==> src/rtl/reg_bank_arbiter.sv <==
// reg_bank_arbiter: shares the single-port register_bank between two requesters.
// Round-robin arbitration with a req/gnt handshake and one transaction in flight.
// Read data returns READ_LAT bank cycles after the read strobe.
//
// Ports:
//   clk, rst                       clock, asynchronous active-high reset
//   rN_req/rN_we/rN_addr/rN_wdata  requester N command (held stable until rN_gnt)
//   rN_gnt                         1-cycle pulse: request issued to the bank
//   rN_rvalid/rN_rdata             1-cycle read-valid pulse; rdata held until next read
//   mem_addr/mem_write_data        bank address/data, hold last issued values
//   mem_write_en/mem_read_en       1-cycle bank strobes
//   mem_read_data                  bank read data
module reg_bank_arbiter #(
    parameter int unsigned ADDR_W   = 8,
    parameter int unsigned DATA_W   = 8,
    parameter int unsigned READ_LAT = 1
) (
    input  logic              clk,
    input  logic              rst,
    input  logic              r0_req,
    input  logic              r0_we,
    input  logic [ADDR_W-1:0] r0_addr,
    input  logic [DATA_W-1:0] r0_wdata,
    input  logic              r1_req,
    input  logic              r1_we,
    input  logic [ADDR_W-1:0] r1_addr,
    input  logic [DATA_W-1:0] r1_wdata,
    output logic              r0_gnt,
    output logic              r1_gnt,
    output logic              r0_rvalid,
    output logic              r1_rvalid,
    output logic [DATA_W-1:0] r0_rdata,
    output logic [DATA_W-1:0] r1_rdata,
    output logic [ADDR_W-1:0] mem_addr,
    output logic              mem_write_en,
    output logic [DATA_W-1:0] mem_write_data,
    output logic              mem_read_en,
    input  logic [DATA_W-1:0] mem_read_data
);

    localparam int unsigned CNT_W = (READ_LAT > 1) ? $clog2(READ_LAT) : 1;
    localparam logic [CNT_W-1:0] LAT_LOAD = CNT_W'(READ_LAT - 1);

    typedef enum logic [1:0] {
        ST_IDLE,
        ST_ISSUE,
        ST_WAIT,
        ST_RESP
    } state_t;

    state_t            state_q, state_d;
    logic              last_served_q, last_served_d;
    logic              we_q, we_d;
    logic              id_q, id_d;
    logic [CNT_W-1:0]  lat_cnt_q, lat_cnt_d;
    logic              winner;

    logic              r0_gnt_d, r1_gnt_d;
    logic              r0_rvalid_d, r1_rvalid_d;
    logic [DATA_W-1:0] r0_rdata_d, r1_rdata_d;
    logic [ADDR_W-1:0] mem_addr_d;
    logic [DATA_W-1:0] mem_write_data_d;
    logic              mem_write_en_d, mem_read_en_d;

    // State and registered outputs
    always_ff @(posedge clk or posedge rst) begin
        if (rst) begin
            state_q        <= ST_IDLE;
            last_served_q  <= 1'b1;
            we_q           <= 1'b0;
            id_q           <= 1'b0;
            lat_cnt_q      <= '0;
            r0_gnt         <= 1'b0;
            r1_gnt         <= 1'b0;
            r0_rvalid      <= 1'b0;
            r1_rvalid      <= 1'b0;
            r0_rdata       <= '0;
            r1_rdata       <= '0;
            mem_addr       <= '0;
            mem_write_data <= '0;
            mem_write_en   <= 1'b0;
            mem_read_en    <= 1'b0;
        end else begin
            state_q        <= state_d;
            last_served_q  <= last_served_d;
            we_q           <= we_d;
            id_q           <= id_d;
            lat_cnt_q      <= lat_cnt_d;
            r0_gnt         <= r0_gnt_d;
            r1_gnt         <= r1_gnt_d;
            r0_rvalid      <= r0_rvalid_d;
            r1_rvalid      <= r1_rvalid_d;
            r0_rdata       <= r0_rdata_d;
            r1_rdata       <= r1_rdata_d;
            mem_addr       <= mem_addr_d;
            mem_write_data <= mem_write_data_d;
            mem_write_en   <= mem_write_en_d;
            mem_read_en    <= mem_read_en_d;
        end
    end

    // Next state and next output values; pulses default low, held values default to current
    always_comb begin
        state_d          = state_q;
        last_served_d    = last_served_q;
        we_d             = we_q;
        id_d             = id_q;
        lat_cnt_d        = lat_cnt_q;
        winner           = 1'b0;
        r0_gnt_d         = 1'b0;
        r1_gnt_d         = 1'b0;
        r0_rvalid_d      = 1'b0;
        r1_rvalid_d      = 1'b0;
        r0_rdata_d       = r0_rdata;
        r1_rdata_d       = r1_rdata;
        mem_addr_d       = mem_addr;
        mem_write_data_d = mem_write_data;
        mem_write_en_d   = 1'b0;
        mem_read_en_d    = 1'b0;

        case (state_q)
            ST_IDLE: begin
                if (r0_req || r1_req) begin
                    // Under contention the port not served last time wins
                    winner           = (r0_req && r1_req) ? ~last_served_q : r1_req;
                    last_served_d    = winner;
                    id_d             = winner;
                    we_d             = winner ? r1_we : r0_we;
                    mem_addr_d       = winner ? r1_addr : r0_addr;
                    mem_write_data_d = winner ? r1_wdata : r0_wdata;
                    mem_write_en_d   = we_d;
                    mem_read_en_d    = ~we_d;
                    r0_gnt_d         = ~winner;
                    r1_gnt_d         = winner;
                    state_d          = ST_ISSUE;
                end
            end
            ST_ISSUE: begin
                if (we_q) begin
                    state_d = ST_IDLE;
                end else begin
                    lat_cnt_d = LAT_LOAD;
                    state_d   = ST_WAIT;
                end
            end
            ST_WAIT: begin
                if (lat_cnt_q == '0) begin
                    // Bank data is valid this cycle; capture and flag it next cycle
                    if (id_q) begin
                        r1_rdata_d  = mem_read_data;
                        r1_rvalid_d = 1'b1;
                    end else begin
                        r0_rdata_d  = mem_read_data;
                        r0_rvalid_d = 1'b1;
                    end
                    state_d = ST_RESP;
                end else begin
                    lat_cnt_d = lat_cnt_q - CNT_W'(1);
                end
            end
            ST_RESP: begin
                state_d = ST_IDLE;
            end
            default: begin
                state_d = ST_IDLE;
            end
        endcase
    end

endmodule

==> config.mk <==
export PLATFORM = sky130hd
export DESIGN_NAME = reg_bank_arbiter
export DESIGN_NICKNAME = d
export VERILOG_FILES = /design/src/rtl/reg_bank_arbiter.sv
export SDC_FILE = /design/constraint.sdc
export NUM_CORES = 1
export LEC_CHECK = 0
export CELL_PAD_IN_SITES_DETAIL_PLACEMENT = 1
export CELL_PAD_IN_SITES_GLOBAL_PLACEMENT = 2
export CORE_MARGIN = 10
export CORE_UTILIZATION = 29
export DETAILED_ROUTE_END_ITERATION = 7
export PLACE_DENSITY_LB_ADDON = 0.1
export REMOVE_ABC_BUFFERS = 1
export SLEW_MARGIN = 20
export SYNTH_ARGS = -nofsm -noshare
export SYNTH_HDL_FRONTEND = slang
export SYNTH_SLANG_ARGS = --single-unit
==> constraint.sdc <==
create_clock -name clk -period 3.5 [get_ports clk]
set_input_delay 0.7 -clock clk [delete_from_list [all_inputs] [get_ports clk]]
set_output_delay 0.7 -clock clk [all_outputs]
set_load 0.02 [all_outputs]
==> results by group, run 1 <==
STA
  • Post-layout worst setup margin: 1090 ps
  • Worst Clk Skew: 4.94 ps
  • Sum Neg Setup Slack: 0 ps
  • RSZ-0062 raised after global routing: no
  • Fmax: 415 MHz
  • Min Tclk post-route: 2410 ps
  • Slew HR: 39.9%
  • Max Slew Vio Count: 0
  • Final Cycle Share: 68.9%
  • Final setup fails: 0
  • Hold Violations, Final: 0
  • Worst-margin pin slew: 899 ps

Clocking
  • H-tree lvl count: 2
  • # clock sinks: 43
  • Post-CTS Setup Inserts: 0
  • Clock Tree Root: clkbuf_8
  • Num CTS Buffers: 5
  • Worst-Skew Late Latency: 280 ps
  • TritonCTS clock tree: built
  • CTS-repair resized insts: 0
  • Clk buf depth: 2
  • Clock Pin Slew Worst Setup and Hold Paths: 80 ps
  • Hold_buf cts: 0

Floorplan
  • Core area: 6280 sq um
  • Die extent in x: 100 um
  • Die area: 10000 sq um
  • Initial core utilization: 29.7%
  • Row count: 29
  • Chip height: 100 um
  • Total I/O pin count: 84

Logic synthesis
  • Number of synthesized flops with an enable pin: 0
  • Syn Inst Count: 119
  • Synth cell count leaders: 42 x dfrtp_1, 34 x mux2_2, 16 x mux2_4, 6 x nor2_1, 3 x inv_1
  • Predominant post-synthesis flop cell: dfrtp_1
  • Top cell type by total area after synthesis: dfrtp_1
  • Avg Cell Area, Syn: 15.7 sq um
  • Synth Register Bits: 43
  • Async set or reset register ratio after synthesis: 100%
  • Top-area cell type share of the netlist area: 56.4%
  • Distinct cell type count after synthesis: 19
  • Synth area leaders: dfrtp_1 56%, mux2_2 21%, mux2_4 13%, dfstp_2 1.4%, nor2_1 1.2%
  • Synthesized cell area: 1860 sq um
  • Yosys warnings: 0
  • Post-synthesis sequential area ratio: 57.8%
  • Most common cell in the netlist: dfrtp_1

Worst hold path
  • Hold WC Path Type: register to register

Finish
  • Antenna cells: 0
  • Fraction of layout cells with a size suffix above 1: 29.8%
  • Final net count: 253
  • Area growth, synth to finish: 53.0%
  • Post-layout util: 45.4%

Drt
  • Metal3 WL: 290 um
  • WL final: 4930 um
  • DR vias: 1261
  • Vias/cell: 4.42
  • Post-Route M1 WL: 1970 um
  • Highest routed layer: met4
  • DR WL/cell: 17.3 um
  • DRC: 0
  • Initial DRC count: 19
  • Met2 WL post-DR: 2630 um
  • Post-route antenna net violation count: 0
  • Drt first pass iters: 3

Placed design
  • Placer Congestion: 0.753
  • I/O Buffers: 83
  • HPWL Detailed: 3800 um
  • Setup WS pre-CTS: 724 ps

Power
  • Peak VDD IR: 0.302 mV
  • LEAKAGE: 1.22 nW
  • PwrDens: 848 nW/um^2

Global routing
  • All-Layer GR Usage: 10.2%
  • First-pass GRT wire length: 8030 um
  • Vias in the first global route: 1450
  • Largest net degree at the start of global routing: 44
  • Initial antenna violation count: 0
  • Total gr overflow: 0

Critical path
  • Startpoint class of the critical path: input port
  • Worst-path maximum fanout: 17
  • Arrival time at the worst endpoint: 2580 ps
  • Crit. End Element: register
  • Worst EP required: 3670 ps
  • CP Class: input port to register

Run
  • Max Cap Viol: 0

Outcome
  • Outcome: complete, no violations
cell families after synthesis:
family / Yosys count / synth area share (%)
flops: 43 / 57.8
mux: 52 / 34.5
buf+inv: 7 / 2.82
simple gates: 15 / 3.90
compound gates: 2 / 0.940
per-layer routing:
layer | track usage [%] | up-vias
met1 | 11.5 | 636
met2 | 17.9 | 35
met3 | 3.50 | 5
li1 | - | 585
met5 | 0 | -
met4 | 2.28 | 0
critical path: stages:
cell and delay [ps]:
clkdlybuf4s50_1 460, a21bo_1 750, mux2_2 410, mux2_2 260
final timing paths:
kind                                to           from  slack, ps  cells after the start
max in group asynchronous         we_q            rst       2010                      2
setup / recovery           mem_addr[4]         r1_req       1090                      4
hold / removal             r1_rdata[2]    r1_rdata[2]        510                      1
min in group asynchronous  r0_rdata[1]            rst        930                      2
setup reg to reg           mem_addr[4]  last_served_q       1520                      3
hold reg to reg            r1_rdata[2]    r1_rdata[2]        510                      1
layout make-up:
| class | instances | area, sq um |
|---|---|---|
| multi-input combinational | 69 | 738 |
| clock buffer | 7 | 76.3 |
| tap | 77 | 96.3 |
| fill | 664 | 3430 |
| sequential | 43 | 1080 |
| clock inverter | 1 | 5.00 |
| inverter | 3 | 11.3 |
| timing repair buffer | 85 | 846 |
cells in the final DEF (no fill, tap or decap):
cell type	Yosys	layout
nor3_1	2	1
clkinv_2	0	1
mux2_2	34	34
nor2_2	1	1
inv_1	3	2
nor2_1	6	6
nand3b_1	1	1
and2_1	1	1
clkbuf_8	0	5
clkbuf_1	0	2
nand2_1	2	2
inv_2	0	1
dfstp_2	1	1
nand2b_1	1	1
a21bo_1	1	1
or3_1	1	1
buf_4	0	2
clkdlybuf4s50_1	0	83
mux2_4	16	16
mux2i_1	2	2
dfrtp_1	42	42
a21boi_0	1	1
nor3_2	0	1
metrics by stage:
stage / hold WS [ps] / total power (W) / instance area (sq um) / cells
global route: 525 / 0.00258 / 2850 / 285
global placement: 489 / 0.00213 / 2770 / 277
CTS: 513 / 0.00247 / 2850 / 285
detailed placement: 493 / 0.00216 / 2770 / 277
floorplan: 468 / 0.00156 / 1820 / 115
finish: 507 / 0.00242 / 2850 / 285
registers in the layout, summed over array words and instances, names as in the netlist, named ones only:
register	count
mem_addr	8
mem_write_data	8
r0_rdata	8
r1_rdata	8
id_q	1
last_served_q	1
mem_read_en	1
mem_write_en	1
r0_gnt	1
r0_rvalid	1
r1_gnt	1
r1_rvalid	1
state_q	1
we_q	1
where the power goes:
| part | total (W) | leakage [nW] | internal, W | switching (W) |
|---|---|---|---|---|
| clock network | 0.000297 | 0.0422 | 0.000140 | 0.000157 |
| logic | 0.00126 | 0.668 | 0.000702 | 0.000554 |
| registers | 0.000864 | 0.515 | 0.000738 | 0.000126 |
(Power assumes the default switching activity.)
==> run 2: changes to the inputs <==
CORE_UTILIZATION = 26   (was 29)
clock period = 2.5 ns   (was 3.5 ns; I/O delays follow)
==> results by group, run 2 (synthesized netlist as in run 1, its figures left out) <==
Drt
  • DRC: 0 (unchanged)
  • DR vias: 1269 (+0.63%)
  • WL final: 5270 um (+6.9%)
  • Post-route antenna net violation count: 0 (unchanged)
  • DR WL/cell: 17.3 um (-0.13%)
  • Drt first pass iters: 4 (+1)
  • Initial DRC count: 17 (-2)
  • Vias/cell: 4.16 (-6.0%)

Clocking
  • Post-CTS Setup Inserts: 0 (unchanged)
  • Clk buf depth: 2 (unchanged)
  • Num CTS Buffers: 5 (unchanged)
  • Worst-Skew Late Latency: 290 ps (about the same)
  • Clock Tree Root: clkbuf_8
  • # clock sinks: 43 (unchanged)
  • H-tree lvl count: 2 (unchanged)
  • TritonCTS clock tree: built
  • CTS-repair resized insts: 0 (unchanged)
  • Hold_buf cts: 0 (unchanged)
  • Clock Pin Slew Worst Setup and Hold Paths: 80 ps (about the same)

Outcome
  • Outcome: complete, no violations

Finish
  • Most frequent cells in the layout: 83 x clkdlybuf4s50_1, 42 x dfrtp_1, 34 x mux2_2
  • Fraction of layout cells with a size suffix above 1: 31.1% (+1.3 points)
  • Antenna cells: 0 (unchanged)
  • Final instance area: 2970 sq um (+4.3%)
  • Area growth, synth to finish: 59.6%
  • Most common cell after layout, fill and taps aside: clkdlybuf4s50_1
  • Final net count: 254 (+0.40%)
  • Post-layout util: 43.3% (-2.1 points)
  • Finished Layout Cells: 305 (+7.0%)

Placed design
  • HPWL Detailed: 4260 um (+12%)
  • Dpl cell area: 2840 sq um (+2.5%)
  • Setup WS pre-CTS: 345 ps (-380 ps)
  • Placer Congestion: 0.680 (-9.7%)
  • Post-Place Cells: 297 (+7.2%)
  • I/O Buffers: 83 (unchanged)

STA
  • Hold Violations, Final: 0 (unchanged)
  • Post-layout worst setup margin: 658 ps (-432 ps)
  • Sum Neg Setup Slack: 0 ps (unchanged)
  • Min Tclk post-route: 1840 ps
  • RSZ-0062 raised after global routing: no
  • Final Cycle Share: 73.7%
  • Slew HR: 66.1% (+26 points)
  • Fmax: 543 MHz
  • Max Slew Vio Count: 0 (unchanged)
  • Worst Clk Skew: 4.81 ps (-0.127 ps)
  • Worst-margin pin slew: 507 ps (-392 ps)
  • Final setup fails: 0 (unchanged)

Floorplan
  • Core area: 6870 sq um (+9.4%)
  • Chip height: 105 um (+4.5%)
  • Total I/O pin count: 84 (unchanged)
  • Row count: 30 (+3.4%)
  • Initial core utilization: 27.1% (-2.6 points)
  • Die area: 11000 sq um (+9.2%)
  • Die extent in x: 105 um (+4.5%)

Critical path
  • Worst-path maximum fanout: 18 (+1)
  • Critical path cell sequence: clkdlybuf4s50_1 -> a21bo_1 -> buf_12 -> mux2_2 -> mux2_2
  • R2R Setup Slk: 890 ps (-630 ps)
  • CP Class: input port to register
  • Worst EP required: 2670 ps (-1000 ps)
  • RR Startpoint: last_served_q
  • Reg-to-Reg End: mem_addr[4]
  • Worst-case reg-to-reg path depth: 4 (+1)
  • Max incr delay on CP: 470 ps (-280 ps)
  • Arrival time at the worst endpoint: 2020 ps (-560 ps)
  • Most Frequent Cell on Critical Path: mux2_2
  • CP max stage cell: clkdlybuf4s50_1
  • Startpoint class of the critical path: input port
  • Crit. End Element: register

Power
  • Peak VDD IR: 0.478 mV (+58%)
  • PwrDens: 1230 nW/um^2 (+45%)
  • LEAKAGE: 1.26 nW (+3.3%)

Worst hold path
  • Hold path startpoint: mem_addr[5]
  • Hold path depth: 1 (unchanged)
  • Min-Delay Endpoint: mem_addr[5]
  • Hold WC Path Type: register to register

Global routing
  • Initial antenna violation count: 0 (unchanged)
  • All-Layer GR Usage: 9.73% (-0.43 points)
  • Total gr overflow: 0 (unchanged)
  • Largest net degree at the start of global routing: 23 (-48%)
  • First-pass GRT wire length: 8470 um (+5.4%)
  • Vias in the first global route: 1454 (+0.28%)

Run
  • Max Cap Viol: 0 (unchanged)
==> run 2: through the flow <==
step / hold slack, ps / total power (W)
2_1_floorplan: 468 / 0.00218
3_3_place_gp: 488 / 0.00302
3_5_place_dp: 497 / 0.00309
4_1_cts: 515 / 0.00374
5_1_grt: 526 / 0.00389
6_report: 510 / 0.00366
==> run 2: how the worst max path moves through the flow <==
stage,cells past startpoint,startpoint,endpoint
floorplan,3,r1_req,id_q
global placement,5,r1_req,mem_addr[4]
detailed placement,5,r1_req,mem_addr[4]
CTS,5,r1_req,mem_addr[4]
global route,5,r1_req,mem_addr[2]
finish,5,r1_req,mem_addr[4]
==> run 2: metal layers <==
metal | wire (um) | share of wire [%] | track usage, % | vias up
met5 | 0 | 0 | 0 | -
met4 | 33 | 0.63 | 2.35 | 0
met3 | 280 | 5.3 | 3.38 | 5
met2 | 2740 | 52 | 17.2 | 40
met1 | 2220 | 42 | 11.0 | 631
li1 | - | - | - | 593
==> run 2: worst max-delay path: cells and delay by family <==
| kind | cells | cell delay [ps] |
|---|---|---|
| AOI/OAI and AO/OA | 1 | 250 |
| buffers and inverters | 2 | 640 |
| muxes | 2 | 610 |
==> run 2: where the power goes <==
group          total, W  switching (W)  internal, W
registers       0.00122       0.000189      0.00103
logic           0.00180       0.000791      0.00101
clock network  0.000637       0.000239     0.000398
==> run 2: area by class of cell <==
cell class                      instances  area (sq um)
Clock buffer                            5          68.8
Clock inverter                          3          67.6
Tap cell                               96           120
Inverter                                3          11.3
Fill cell                             706          3890
Multi-Input combinational cell         69           738
Sequential cell                        43          1080
Timing Repair Buffer                   86           891
